`config.mk`:
```
export PLATFORM = sky130hd
export DESIGN_NAME = fp_alu_sequencer
export DESIGN_NICKNAME = d
export VERILOG_FILES = /design/src/rtl/fp_alu_sequencer.sv
export SDC_FILE = /design/constraint.sdc
export NUM_CORES = 1
export LEC_CHECK = 0
export BUFFER_PORTS_ARGS = -buffer_cell sky130_fd_sc_hd__buf_2
export CORE_ASPECT_RATIO = 1.25
export CORE_MARGIN = 2
export CORE_UTILIZATION = 50
export CTS_BUF_LIST = sky130_fd_sc_hd__clkbuf_4
export DETAILED_ROUTE_END_ITERATION = 10
export PLACE_DENSITY_LB_ADDON = 0.1
export SLEW_MARGIN = 20
export SYNTH_ARGS = -nofsm -noshare
export SYNTH_HDL_FRONTEND = slang
export SYNTH_SLANG_ARGS = --single-unit
export TNS_END_PERCENT = 30
```
`constraint.sdc`:
```
create_clock -name clk_in -period 10.02 [get_ports clk_in]
set_input_delay 0 -clock clk_in [delete_from_list [all_inputs] [get_ports clk_in]]
set_output_delay 0 -clock clk_in [all_outputs]
set_load 0.005 [all_outputs]
```
`src/rtl/fp_alu_sequencer.sv`:
```
// fp_alu_sequencer: issues micro-instructions to the fixed-point ALU or the external isqrt unit and writes results back.
// Define FP_SEQ_PERF_CNT_EN to enable instr_count_out/stall_count_out; otherwise they are tied to 0.
`ifndef WIDTH
`define WIDTH 32
`endif
module fp_alu_sequencer #(
  parameter int NREGS = 8,
  localparam int RA = $clog2(NREGS)
) (
  input  logic              clk_in,
  input  logic              rst_in,
  input  logic              instr_valid_in,
  output logic              instr_ready_out,
  input  logic [2:0]        instr_op_in,
  input  logic [RA-1:0]     instr_dst_in,
  input  logic [RA-1:0]     instr_src0_in,
  input  logic [RA-1:0]     instr_src1_in,
  input  logic              wr_en_in,
  input  logic [RA-1:0]     wr_addr_in,
  input  logic [`WIDTH-1:0] wr_data_in,
  input  logic [RA-1:0]     rd_addr_in,
  output logic [`WIDTH-1:0] rd_data_out,
  output logic [`WIDTH-1:0] alu_d1_out,
  output logic [`WIDTH-1:0] alu_d0_out,
  output logic [2:0]        alu_sel_out,
  input  logic [`WIDTH-1:0] alu_res_in,
  input  logic              alu_gt_in,
  input  logic              alu_eq_in,
  input  logic              alu_lt_in,
  output logic              isqrt_valid_out,
  input  logic              isqrt_ready_in,
  output logic [`WIDTH-1:0] isqrt_d_out,
  input  logic              isqrt_res_valid_in,
  input  logic [`WIDTH-1:0] isqrt_res_in,
  output logic              done_out,
  output logic [`WIDTH-1:0] result_out,
  output logic              gt_out,
  output logic              eq_out,
  output logic              lt_out,
  output logic [31:0]       instr_count_out,
  output logic [31:0]       stall_count_out
);
  typedef enum logic [1:0] {IDLE, EXEC, ISQ_REQ, ISQ_WAIT} state_t;
  state_t state;
  logic [`WIDTH-1:0] regs [NREGS];
  logic [RA-1:0] dst;
  logic [`WIDTH-1:0] wb;
  assign rd_data_out = regs[rd_addr_in];
  // operand A stays latched on alu_d1_out, which also feeds the isqrt unit
  assign isqrt_d_out = alu_d1_out;
  assign wb = alu_sel_out == 3'b111 ? '0 : alu_res_in;
  always_ff @(posedge clk_in or posedge rst_in) begin
    if (rst_in) begin
      state <= IDLE;
      instr_ready_out <= 1'b0;
      dst <= '0;
      alu_d1_out <= '0;
      alu_d0_out <= '0;
      alu_sel_out <= '0;
      isqrt_valid_out <= 1'b0;
      done_out <= 1'b0;
      result_out <= '0;
      {gt_out, eq_out, lt_out} <= '0;
      for (int i = 0; i < NREGS; i++) regs[i] <= '0;
    end else begin
      done_out <= 1'b0;
      // host write first so a same-cycle writeback to the same address overrides it
      if (wr_en_in) regs[wr_addr_in] <= wr_data_in;
      case (state)
        IDLE: begin
          instr_ready_out <= 1'b1;
          if (instr_valid_in && instr_ready_out) begin
            instr_ready_out <= 1'b0;
            dst <= instr_dst_in;
            alu_d1_out <= regs[instr_src0_in];
            alu_d0_out <= regs[instr_src1_in];
            if (instr_op_in == 3'b010) begin
              state <= ISQ_REQ;
              isqrt_valid_out <= 1'b1;
            end else begin
              state <= EXEC;
              alu_sel_out <= instr_op_in;
            end
          end
        end
        EXEC: begin
          regs[dst] <= wb;
          result_out <= wb;
          {gt_out, eq_out, lt_out} <= {alu_gt_in, alu_eq_in, alu_lt_in};
          alu_sel_out <= '0;
          done_out <= 1'b1;
          instr_ready_out <= 1'b1;
          state <= IDLE;
        end
        ISQ_REQ: begin
          if (isqrt_ready_in) begin
            isqrt_valid_out <= 1'b0;
            state <= ISQ_WAIT;
          end
        end
        ISQ_WAIT: begin
          if (isqrt_res_valid_in) begin
            regs[dst] <= isqrt_res_in;
            result_out <= isqrt_res_in;
            done_out <= 1'b1;
            instr_ready_out <= 1'b1;
            state <= IDLE;
          end
        end
        default: state <= IDLE;
      endcase
    end
  end
`ifdef FP_SEQ_PERF_CNT_EN
  always_ff @(posedge clk_in or posedge rst_in) begin
    if (rst_in) begin
      instr_count_out <= '0;
      stall_count_out <= '0;
    end else begin
      if (done_out && !(&instr_count_out)) instr_count_out <= instr_count_out + 32'd1;
      if ((state == ISQ_REQ || state == ISQ_WAIT) && !(&stall_count_out)) stall_count_out <= stall_count_out + 32'd1;
    end
  end
`else
  assign instr_count_out = '0;
  assign stall_count_out = '0;
`endif
endmodule

```
==> qor.yml <==
pwr:
  sw_frac_of_total: 0.419
  clockPowerShare: 0.178
  p_sw_mw: 3.25
  pwr-share-comb: 0.433
  p_int_mw: 4.50
  peakVddDrop_mv: 0.170
  power_density_nw_per_um2: 265
  pwr-share-seq: 0.389
  leakage_nw: 13.7
global_routing:
  grt_max_degree: 165
  grt-ovfl-total: 0
  grt_pass1_vias: 24231
  grt_pass1_wl_mm: 152
  antenna_found_initial: 2
  track_usage: 0.396
yosys:
  yosysMostFrequentCell: "mux2i_1"
  seq_area_frac_synth: 0.371
  netlist_instances: 2423
  synthArstFlopShare: 1.00
  syn_area_um2: 24700
  synth.top_cells.by_count: "mux2i_1, nand2_1, dfrtp_1"
  synthFlopType: "dfrtp_1"
  ys_ff_latch: 366
  syn_area_per_cell_um2: 10.2
  yosysWarningCount: 0
  synth_area_leaders: "dfrtp_1, mux2i_1, o221ai_1, nand2_1, mux4_2"
  synth_edf_count: 0
  synth_top_cell_area_share: 0.371
  synth_top_cell_by_area: "dfrtp_1"
  ys_types: 43
floorplan:
  ios: 356
  fp.dieArea_um2: 51100
  rows: 91
  initial_core_util: 0.503
  dieWidth_um: 203
  core_area_um2: 49100
  die_y_um: 252
sta:
  timing.fmax_ghz: 0.265
  finalClockSkew_ps: 56.5
  finalHoldViolations: 0
  report.final.slew_viol_count: 0
  period_share: 0.377
  finalSetupViolations: 0
  finalCriticalPeriod_ps: 3770
  finalSetupTns_ps: 0
  grt_setup_unrepaired: "no"
  slew_headroom: 0.179
  tightest_slew_ps: 1230
flow_run:
  drv_cap: 0
layout:
  syn2layout_area_growth_pct: 18.6
  nets: 2935
  drive_above_1_share: 0.219
  fillers: 4376
  multi_input_area_um2: 13800
  utilization: 0.596
  seqCellArea_um2: 9160
worst_setup_path:
  critPathMaxFanout: 26
  required_ps: 10740
  criticalPathCategory: "reg -> reg"
  cp-end-kind: "register"
  crit_arrival_ps: 4490
  crit_path_start_kind: "register"
clock_network:
  cts-htree-levels: 3
  clkLatencyLatePin_ps: 870
  clk_pin_slew_ps: 70
  cts_tree: "built"
  clock_path_buffers: 3
  numCtsBuffers: 99
  cts-root-buf: "clkbuf_4"
  cts_setup_buffers: 0
  cts.sink_count: 366
route:
  drt_wl_total_mm: 103
  route.detailed.drc: 0
  viasPerCell: 6.70
  drt_iter0_markers: 2762
  num_vias: 23687
  wl_per_cell_um: 29.2
  drtAntennaViolNets: 0
  drt_pass1_iterations: 6
place:
  hpwlAfterDp_mm: 57.7
  place_congestion: 0.876
  io_buffers: 291
outcome:
  status: "finished clean"
min_path:
  hp-class: "in -> reg"
## routing by layer
metal  global-route usage  wire length [um]
met5                    0                 0
met4                0.282              7660
met3               0.0894             10700
met2                0.630             47400
met1                0.477             37300
## registers in the layout (all words and copies together) (netlist names)
name and flops:
regs 256, alu_d0_out 32, alu_d1_out 32, result_out 32
alu_sel_out 3, dst 3, state 2, done_out 1
eq_out 1, gt_out 1, instr_ready_out 1, isqrt_valid_out 1
lt_out 1
## cell families after synthesis
group | share of synthesized area
AO/OA/AOI/OAI | 0.159
buffers and inverters | 0.0855
flip-flops | 0.371
multiplexers | 0.282
other | 0.000152
AND/OR/NAND/NOR | 0.102
## critical path: stages, from the launching register on
cell           delay, ps
dfrtp_2              740
buf_4                520
inv_1                160
and3_1               260
nand3_1              670
buf_4                460
o221ai_1             190
dlygate4sd3_1        580
## timing repair
action                                 in CTS  in global routing
hold buffers                              227                  0
gates resized for setup                     0                  0
endpoints found under the hold margin     456                  0
## layout make-up
class                   count  area share
inverters                  36     0.00475
well taps                 651      0.0278
diodes                      2    0.000171
multi-input cells        1738       0.470
clock inverters            47     0.00903
repair buffers            571       0.143
clock buffers             126      0.0323
flip-flops and latches    366       0.313
## cell usage in the layout (no fill, tap or decap), types with 69 or more instances in the layout
| cell | n |
|---|---|
| dfrtp_1 | 365 |
| buf_2 | 287 |
| nand3_1 | 69 |
| a22oi_1 | 130 |
| clkbuf_4 | 126 |
| nand2_1 | 425 |
| o221ai_1 | 247 |
| mux2i_1 | 512 |
| dlygate4sd3_1 | 227 |
## worst paths after layout
path                                        from             end  slack (ps)  cells after the start
worst max-delay path                    state[1]        regs[11]        6250                      7
worst min-delay path            instr_src0_in[2]  alu_d1_out[25]          80                      6
worst max register to register          state[1]        regs[11]        6250                      7
worst min register to register    alu_d0_out[25]  alu_d0_out[25]         460                      2
max in group asynchronous                 rst_in        regs[74]        7350                      7
min in group asynchronous                 rst_in  alu_d1_out[25]         570                      5
## power groups by stage
stage	Sequential, mW	Combinational (mW)	Clock [mW]
after detailed placement	2.98	3.05	0
after floorplan	2.72	2.18	0
after global routing	3.08	3.62	1.46
after CTS	2.97	3.29	1.39
final	3.01	3.35	1.38
after global placement	2.94	2.97	0
## per-stage QoR
stage          worst slack (ps)  instances  cell area, um2  power, mW  hold WS [ps]
2_1_floorplan              5110       2486           24900       4.91          88.7
3_3_place_gp               6930       3135           25800       5.91           199
3_5_place_dp               6870       3135           25800       6.03           203
4_1_cts                    6350       3535           29200       7.64          4.65
5_1_grt                    6170       3537           29200       8.16          82.5
6_report                   6250       3537           29200       7.75          80.0
No activity file was read; power rests on OpenSTA's default activity.
